[config.mk]
export PLATFORM = sky130hd
export DESIGN_NAME = inst_encoder_loader_flat
export DESIGN_NICKNAME = d
export VERILOG_FILES = /design/src/rtl/inst_encoder_loader_pkg.sv /design/src/rtl/inst_encoder_loader_if.sv /design/src/rtl/inst_encoder_loader_encode.sv /design/src/rtl/inst_encoder_loader.sv /design/src/flat_wrapper.sv
export SDC_FILE = /design/constraint.sdc
export NUM_CORES = 1
export LEC_CHECK = 0
export CORE_ASPECT_RATIO = 1.25
export CORE_MARGIN = 2
export CORE_UTILIZATION = 30
export DETAILED_ROUTE_END_ITERATION = 10
export GPL_TIMING_DRIVEN = 0
export PLACE_DENSITY = 0.62
export SKIP_CTS_REPAIR_TIMING = 1
export SYNTH_ARGS = -nofsm -noshare
export SYNTH_HDL_FRONTEND = slang
export SYNTH_HIERARCHICAL = 1
export SYNTH_SLANG_ARGS = --single-unit
[constraint.sdc]
create_clock -name clk -period 9.45 [get_ports clk]
set_input_delay 1.89 -clock clk [delete_from_list [all_inputs] [get_ports clk]]
set_output_delay 1.89 -clock clk [all_outputs]
set_load 0.01 [all_outputs]
[src/rtl/inst_encoder_loader_pkg.sv]
// Shared definitions for the RV32I instruction encoder/loader:
// opcodes, request classes, loader states and an immediate-range helper.
package rv_pkg;

  localparam logic [6:0] OPC_R      = 7'b0110011;
  localparam logic [6:0] OPC_I      = 7'b0010011;
  localparam logic [6:0] OPC_LOAD   = 7'b0000011;
  localparam logic [6:0] OPC_STORE  = 7'b0100011;
  localparam logic [6:0] OPC_BRANCH = 7'b1100011;

  typedef enum logic [2:0] {
    CLS_R      = 3'd0,
    CLS_I      = 3'd1,
    CLS_LOAD   = 3'd2,
    CLS_STORE  = 3'd3,
    CLS_BRANCH = 3'd4
  } req_class_e;

  typedef enum logic [1:0] {
    IDLE  = 2'd0,
    WRITE = 2'd1,
    DONE  = 2'd2
  } state_e;

  // A 13-bit value fits a signed 12-bit field when its top two bits agree.
  function automatic logic fits_simm12(input logic signed [12:0] imm);
    return imm[12] == imm[11];
  endfunction

endpackage

[src/rtl/inst_encoder_loader_if.sv]
// Request handshake and instruction-memory write port of the loader.
// master = loader front end / memory side, slave = the loader itself.
interface inst_encoder_loader_if #(
  parameter int ADDR_W = 6
);
  logic               req_valid;
  logic               req_ready;
  logic [2:0]         req_class;
  logic [2:0]         req_funct3;
  logic [6:0]         req_funct7;
  logic [4:0]         req_rd;
  logic [4:0]         req_rs1;
  logic [4:0]         req_rs2;
  logic signed [12:0] req_imm;
  logic               imem_we;
  logic [ADDR_W-1:0]  imem_addr;
  logic [31:0]        imem_wdata;

  modport master (
    output req_valid, req_class, req_funct3, req_funct7,
           req_rd, req_rs1, req_rs2, req_imm,
    input  req_ready, imem_we, imem_addr, imem_wdata
  );

  modport slave (
    input  req_valid, req_class, req_funct3, req_funct7,
           req_rd, req_rs1, req_rs2, req_imm,
    output req_ready, imem_we, imem_addr, imem_wdata
  );
endinterface

[src/rtl/inst_encoder_loader_encode.sv]
// Combinational RV32I field packer: turns one request into a 32-bit word
// and flags requests whose class or immediate cannot be encoded.
module rv_inst_encode
  import rv_pkg::*;
(
  input  logic [2:0]         req_class_i,
  input  logic [2:0]         funct3_i,
  input  logic [6:0]         funct7_i,
  input  logic [4:0]         rd_i,
  input  logic [4:0]         rs1_i,
  input  logic [4:0]         rs2_i,
  input  logic signed [12:0] imm_i,
  output logic [31:0]        word_o,
  output logic               illegal_o
);

  logic is_shift;
  assign is_shift = (funct3_i == 3'b001) || (funct3_i == 3'b101);

  always_comb begin
    word_o    = '0;
    illegal_o = 1'b0;
    case (req_class_i)
      CLS_R: word_o = {funct7_i, rs2_i, rs1_i, funct3_i, rd_i, OPC_R};
      CLS_I: begin
        // Shifts carry funct7 in the upper immediate bits and a 5-bit shamt.
        if (is_shift) begin
          word_o    = {funct7_i, imm_i[4:0], rs1_i, funct3_i, rd_i, OPC_I};
          illegal_o = (imm_i[12:5] != 8'd0);
        end else begin
          word_o    = {imm_i[11:0], rs1_i, funct3_i, rd_i, OPC_I};
          illegal_o = !fits_simm12(imm_i);
        end
      end
      CLS_LOAD: begin
        word_o    = {imm_i[11:0], rs1_i, funct3_i, rd_i, OPC_LOAD};
        illegal_o = !fits_simm12(imm_i);
      end
      CLS_STORE: begin
        word_o    = {imm_i[11:5], rs2_i, rs1_i, funct3_i, imm_i[4:0], OPC_STORE};
        illegal_o = !fits_simm12(imm_i);
      end
      CLS_BRANCH: begin
        word_o    = {imm_i[12], imm_i[10:5], rs2_i, rs1_i, funct3_i,
                     imm_i[4:1], imm_i[11], OPC_BRANCH};
        illegal_o = imm_i[0];
      end
      default: illegal_o = 1'b1;
    endcase
  end

endmodule

[src/rtl/inst_encoder_loader.sv]
// Instruction loader: accepts encode requests, writes one word per accepted
// request into imem sequentially, tracks count/full/err and program closure.
module inst_encoder_loader
  import rv_pkg::*;
#(
  parameter int ADDR_W    = 6,
  parameter int MEM_WORDS = 64
) (
  input  logic                 clk,
  input  logic                 rst_n,
  inst_encoder_loader_if.slave bus,
  input  logic                 finish,
  input  logic                 restart,
  output logic [ADDR_W:0]      count,
  output logic                 full,
  output logic                 err,
  output logic                 done
);

  state_e          state_q, state_d;
  logic [ADDR_W:0] count_q, count_d;
  logic            err_q, err_d;
  logic [31:0]     word_q;
  logic            load_word;
  logic [31:0]     enc_word;
  logic            enc_illegal;
  logic            accept;

  rv_inst_encode u_encode (
    .req_class_i (bus.req_class),
    .funct3_i    (bus.req_funct3),
    .funct7_i    (bus.req_funct7),
    .rd_i        (bus.req_rd),
    .rs1_i       (bus.req_rs1),
    .rs2_i       (bus.req_rs2),
    .imm_i       (bus.req_imm),
    .word_o      (enc_word),
    .illegal_o   (enc_illegal)
  );

  assign full          = (count_q == (ADDR_W+1)'(MEM_WORDS));
  // rst_n gating keeps ready low and aborts an in-flight write during reset.
  assign bus.req_ready = rst_n && (state_q == IDLE) && !full;
  assign bus.imem_we   = rst_n && (state_q == WRITE);
  assign bus.imem_addr = count_q[ADDR_W-1:0];
  assign bus.imem_wdata = bus.imem_we ? word_q : 32'd0;
  assign accept        = bus.req_valid && bus.req_ready;
  assign count         = count_q;
  assign err           = err_q;
  assign done          = (state_q == DONE);

  always_comb begin
    state_d   = state_q;
    count_d   = count_q;
    err_d     = err_q;
    load_word = 1'b0;
    if (restart) begin
      state_d = IDLE;
      count_d = '0;
      err_d   = 1'b0;
    end else begin
      case (state_q)
        IDLE: begin
          // A request beats finish; finish is only seen without a handshake.
          if (accept) begin
            if (enc_illegal) begin
              err_d = 1'b1;
            end else begin
              state_d   = WRITE;
              load_word = 1'b1;
            end
          end else if (finish) begin
            state_d = DONE;
          end
        end
        WRITE: begin
          state_d = IDLE;
          count_d = count_q + (ADDR_W+1)'(1);
        end
        DONE:    state_d = DONE;
        default: state_d = IDLE;
      endcase
    end
  end

  always_ff @(posedge clk or negedge rst_n) begin
    if (!rst_n) begin
      state_q <= IDLE;
      count_q <= '0;
      err_q   <= 1'b0;
    end else begin
      state_q <= state_d;
      count_q <= count_d;
      err_q   <= err_d;
    end
  end

  always_ff @(posedge clk) begin
    if (load_word) word_q <= enc_word;
  end

endmodule

[src/flat_wrapper.sv]
// flat-port wrapper written by rule: the top's interface ports become plain ports
module inst_encoder_loader_flat import rv_pkg::*;
#(
  parameter int ADDR_W    = 6,
  parameter int MEM_WORDS = 64
)
  (clk, rst_n, finish, restart, count, full, err, done, bus_req_valid, bus_req_class, bus_req_funct3, bus_req_funct7, bus_req_rd, bus_req_rs1, bus_req_rs2, bus_req_imm, bus_req_ready, bus_imem_we, bus_imem_addr, bus_imem_wdata);
  inst_encoder_loader_if #(.ADDR_W(ADDR_W)) bus_i ();
  input  logic clk;
  input  logic rst_n;
  input  logic finish;
  input  logic restart;
  output logic [ADDR_W:0] count;
  output logic full;
  output logic err;
  output logic done;
  input wire logic [$bits(bus_i.req_valid)-1:0] bus_req_valid;
  input wire logic [$bits(bus_i.req_class)-1:0] bus_req_class;
  input wire logic [$bits(bus_i.req_funct3)-1:0] bus_req_funct3;
  input wire logic [$bits(bus_i.req_funct7)-1:0] bus_req_funct7;
  input wire logic [$bits(bus_i.req_rd)-1:0] bus_req_rd;
  input wire logic [$bits(bus_i.req_rs1)-1:0] bus_req_rs1;
  input wire logic [$bits(bus_i.req_rs2)-1:0] bus_req_rs2;
  input wire logic [$bits(bus_i.req_imm)-1:0] bus_req_imm;
  output wire logic [$bits(bus_i.req_ready)-1:0] bus_req_ready;
  output wire logic [$bits(bus_i.imem_we)-1:0] bus_imem_we;
  output wire logic [$bits(bus_i.imem_addr)-1:0] bus_imem_addr;
  output wire logic [$bits(bus_i.imem_wdata)-1:0] bus_imem_wdata;
  assign bus_i.req_valid = bus_req_valid;
  assign bus_i.req_class = bus_req_class;
  assign bus_i.req_funct3 = bus_req_funct3;
  assign bus_i.req_funct7 = bus_req_funct7;
  assign bus_i.req_rd = bus_req_rd;
  assign bus_i.req_rs1 = bus_req_rs1;
  assign bus_i.req_rs2 = bus_req_rs2;
  assign bus_i.req_imm = bus_req_imm;
  assign bus_req_ready = bus_i.req_ready;
  assign bus_imem_we = bus_i.imem_we;
  assign bus_imem_addr = bus_i.imem_addr;
  assign bus_imem_wdata = bus_i.imem_wdata;
  inst_encoder_loader #(.ADDR_W(ADDR_W), .MEM_WORDS(MEM_WORDS)) u_core (.clk(clk), .rst_n(rst_n), .bus(bus_i), .finish(finish), .restart(restart), .count(count), .full(full), .err(err), .done(done));
endmodule
* Word level (Yosys, flattened, before mapping)
Index checks and enable logic that the tools add are counted. W data, S select, Z words.
Word-level totals: bits in registers 42, word-level logic and storage cells 54
Operators by class: add/sub/neg operators 1, equal/unequal tests 12, mux-type cells 20, reductions and logical operators 17
Operators by type and width (number):
- $pmux W32 S5 | 1
- $mux W32 | 2
- $mux W7 | 2
- $mux W1 | 9
- $mux W2 | 4
- $reduce_bool A2 Y1 | 4
- $reduce_bool A8 Y1 | 1
- $add A7 B1 Y7 const B | 1
- $eq A7 B7 Y1 const B | 1
- $eq A3 B1 Y1 const B | 2
- $eq A3 B2 Y1 const B | 2
- $eq A3 B3 Y1 const B | 2
- $logic_and A1 B1 Y1 | 4
- $ne A4 B3 Y1 const B | 1
- $ne A4 B4 Y1 const B | 1
- $pmux W1 S4 | 1
- $pmux W2 S2 | 1
- $logic_not A3 Y1 | 1
- $reduce_and A3 Y1 | 1
- $eq A2 B1 Y1 const B | 1
- $eq A2 B2 Y1 const B | 1
- $logic_not A1 Y1 | 2
- $logic_not A2 Y1 | 1
- $reduce_and A2 Y1 | 1
- 3 further kinds | 3

* Logic depth before layout (Yosys ltp)
depth after elaboration 8, gate-level depth with buffers 7, mapped depth without buffers 7

* Modules after synthesis
Netlist, hierarchy kept.
Modules (own cells, without submodules):
- inst_encoder_loader | times used 1, cells an instance 132, area an instance 1773.0 um^2, seq. area each 1211.2 um^2
- rv_inst_encode | times used 1, cells an instance 107, area an instance 683.2 um^2, seq. area each 0.0 um^2

* Worst setup path before layout
Ideal clock, no wire load.
path kind input-to-reg, start in bus_req_imm[11], end reg u_core.word_q[0] (enable), library setup time 0.501 ns, data arrival time 5.950 ns, data required time 8.949 ns, path slack 2.999 ns, stages 6, path buffers 0, path through inv_1 > ha_1 > or4b_1 > nor4_1 > o2bb2ai_1 > nor4_1
Between the ends: longest elaborated chain between the ends 8, elaborated cells on any way between the ends 9, those cells by class 1 x eq/ne; 6 x mux; 2 x reduce/logical
Ends and longest elaborated chain:
- start, declared | RTL line flat_wrapper.sv:24 | input wire logic [$bits(bus_i.req_imm)-1:0] bus_req_imm;
- $eq A1 B1 Y1 | RTL line inst_encoder_loader_pkg.sv:27 | return imm[12] == imm[11];
- $logic_not A1 Y1 | RTL line inst_encoder_loader_encode.sv:32, inst_encoder_loader_encode.sv:37, inst_encoder_loader_encode.sv:41
- $mux W1 | RTL line inst_encoder_loader_encode.sv:27 | if (is_shift) begin
- $pmux W1 S4 * | RTL line inst_encoder_loader_encode.sv:23 | case (req_class_i)
- via u_core.enc_illegal | RTL line inst_encoder_loader.sv:26 | logic enc_illegal;
- $mux W1 * | RTL line inst_encoder_loader.sv:66 | if (enc_illegal) begin
- $mux W1 * | RTL line inst_encoder_loader.sv:65 | if (accept) begin
- $mux W1 * | RTL line inst_encoder_loader.sv:62 | case (state_q)
- $mux W1 * | RTL line inst_encoder_loader.sv:57 | if (restart) begin
- via u_core.load_word | RTL line inst_encoder_loader.sv:24 | logic load_word;
- end signal, assigned | RTL line inst_encoder_loader.sv:99 | if (load_word) word_q <= enc_word;
- end, declared | RTL line inst_encoder_loader.sv:23 | logic [31:0] word_q;
The timed path passes the listed nets; every way through them passes the cells marked *. A chain may end at the register's enable or synchronous reset.

* Final worst setup path
start in rst_n, end out bus_imem_wdata[20]
Between the ends: longest elaborated chain between the ends 2
Ends and longest elaborated chain:
- start, declared | RTL line flat_wrapper.sv:10 | input logic rst_n;
- $logic_and A1 B1 Y1 | RTL line inst_encoder_loader.sv:44 | assign bus.imem_we = rst_n && (state_q == WRITE);
- $mux W32 | RTL line inst_encoder_loader.sv:46 | assign bus.imem_wdata = bus.imem_we ? word_q : 32'd0;
- end, declared | RTL line flat_wrapper.sv:28 | output wire logic [$bits(bus_i.imem_wdata)-1:0] bus_imem_wdata;
No other way between the ends.

==> impl_metrics.yaml <==
route:
  dr.pass1.iters: 4
  wl_um: 6650
  drc: 0
  via_count: 2152
  post_drt_wl_per_cell_um: 15.1
  final_antenna_net_count: 0
  first_iter_violations: 77
  viasPerCell: 4.88
global_route:
  track_usage_pct: 14.9
  antenna_found_initial: 0
  grt_max_degree: 18
  overflow: 0
  grt_pass1_vias: 2139
  grt_pass1_wl_um: 10700
layout:
  drive_gt1_share_pct: 10.1
  fin_util_pct: 46.2
  finalNonFillerCells: 441
  syn_to_final_growth_pct: 48.3
  diodes: 0
  fillers: 714
  fin_nets: 394
  design_area_mm2: 0.00364
pwr:
  leakagePower_nw: 1.53
  p_per_area_mw_per_mm2: 105
  power_w: 0.000382
  ir_worst_vdd_mv: 0.0609
clocking:
  cts_buffers: 5
  clock_sinks: 42
  insertion_delay_ns: 0.29
  cts_tree: "built"
  clkTransAtPathRegs_ns: 0.08
  h-tree-depth: 2
  clockRootBuffer: "clkbuf_8"
  clock_path_buffers: 2
floorplan:
  initial_core_util_pct: 31.2
  die_width_um: 84.9
  die_area_mm2: 0.00893
  coreArea_mm2: 0.00788
  die_y_um: 105
  std_cell_rows: 36
  io_pins: 96
setup_path:
  r2r_slack_ns: 7.08
  rr_worst_depth: 6
  reg2reg_from: "u_core/count[0]"
  r2r_end: "u_core/word_q[20]"
  path_cells: "clkdlybuf4s50_1, clkbuf_1, and3_1, clkdlybuf4s50_1"
  crit_buf_inv: 3
  critPathKind: "input pin to output port"
  crit_slowest_cell: "clkdlybuf4s50_1"
  crit_fanout: 17
  cpLargestDelayFamily: "buffers and inverters"
  worst_setup_path_start_kind: "input pin"
  cp-end-kind: "output port"
  worstPathArrival_ns: 3.96
  cp.required_ns: 7.56
  path_depth: 4
  cp_common_cell: "clkdlybuf4s50_1"
  slowest_delay_ns: 0.89
placement:
  gp_congestion: 0.776
  place_area_mm2: 0.00356
  hpwl_um: 5260
  dp_cells: 433
  port_buffers: 95
yosys:
  synth_top_flop_cell: "edfxtp_1"
  synth_top_area_share_pct: 39.1
  syn_area_per_cell_um2: 10.3
  yosysTopAreaCell: "edfxtp_1"
  netlist_instances: 239
  synth_area_leaders: "edfxtp_1, dfrtp_1, and3_1"
  yosysMostFrequentCell: "and3_1"
  ys_ff_latch: 42
  netlist_area_mm2: 0.00246
  yosys.cell_types.count: 43
  synth_edf_count: 32
  ys_seq_area_share_pct: 49.3
  synth_common_cells: "and3_1, edfxtp_1, a21oi_1, inv_1, mux2i_1"
  ys_async_sr_fraction_pct: 23.8
  yosysWarnings: 6
sta:
  slew_violations: 0
  fin_crit_sh_pct: 61.9
  grt_setup_unrepaired: "false"
  fin_setup_tns_ns: 0
  fin_crit_ns: 5.85
  worst_pin_slew_ns: 0.951
  relSlewSlack_pct: 36.0
  setup_viol: 0
  hold_violations: 0
  fmax_mhz: 171
  finalClockSkew_ns: 0.00295
worst_hold_path:
  hold_class: "flop to flop"
  min_from: "u_core/err"
  hold_path_end: "u_core/err"
  hold_depth: 2
job:
  cap_violations: 0
outcome:
  status: "completed"
## layout make-up
type | count | area (um^2) | share of cell area [%]
inverter | 14 | 52.6 | 1.44
clock inverter | 2 | 8.76 | 0.240
tap | 95 | 119 | 3.26
sequential | 42 | 1210 | 33.2
multi-input combinational | 160 | 1070 | 29.3
timing repair buffer | 98 | 977 | 26.8
clock buffer | 6 | 72.6 | 1.99
buffer | 24 | 135 | 3.71
## placed cells by master, fill, tap and decap left out, drive strengths merged, types with 9 or more instances in the layout
cell type and count:
dfrtp 10, buf 19, and3 37, nor2b 11, clkbuf 14, nor2 9
edfxtp 32, a21oi 18, mux2i 12, clkdlybuf4s50 95, and2 10, nand2 11
inv 14
## worst min-delay path, stage by stage, from the launching register on
cell	delay, ns
dfrtp_1	0.38
inv_1	0.05
o22ai_1	0.07
## worst max path at each step
stage / startpoint / end / slack (ns)
after floorplan: bus_req_imm[11] / u_core/word_q[0] / 3.00
after global placement: bus_req_imm[11] / u_core/word_q[8] / 0.85
after detailed placement: rst_n / bus_imem_wdata[20] / 3.54
after CTS: rst_n / bus_imem_wdata[20] / 3.54
after global routing: rst_n / bus_imem_wdata[20] / 3.41
final: rst_n / bus_imem_wdata[20] / 3.60
## layer usage
metal  vias up  routed length [um]  GRT usage (%)  part of all wire (%)
met2        66                3500           26.2                    53
met3         8                 321           3.00                   4.8
met1      1016                2720           18.0                    41
met5         -                   0              0                     0
met4         0                 111           4.88                   1.7
li1       1062                   -              -                     -
## state kept, by name, summed over array words and instances, names as in the netlist
signal	count
u_core/count	7
u_core/err	1
u_core/state_q	2
u_core/word_q	32
## where the power goes
group          switching [W]  internal [W]  leakage, nW
Sequential        0.00000146      0.000204        0.430
Combinational      0.0000313     0.0000369         1.06
Clock              0.0000579     0.0000508       0.0426
Total              0.0000907      0.000291         1.53
## cells by family (layout without fill, tap and decap cells)
logic type               count (synthesis)  count (layout)  share of synthesized area (%)
AO/OA/AOI/OAI                           44              44                           11.9
adder cells (fa/ha/maj)                  3               3                           1.53
other                                    1               2                          0.153
AND/OR/NAND/NOR                         95              95                           22.9
buffers and inverters                   38             144                           7.64
flip-flops                              42              42                           49.3
multiplexers                            14              14                           5.81
XOR/XNOR                                 2               2                          0.713
## per-stage QoR
stage / hold slack, ns / setup slack, ns
finish: 0.547 / 3.60
global route: 0.583 / 3.41
CTS: 0.542 / 3.54
detailed placement: 0.529 / 3.54
global placement: 0.522 / 0.846
floorplan: 0.558 / 3.00
No activity file was read; power rests on OpenSTA's default activity.
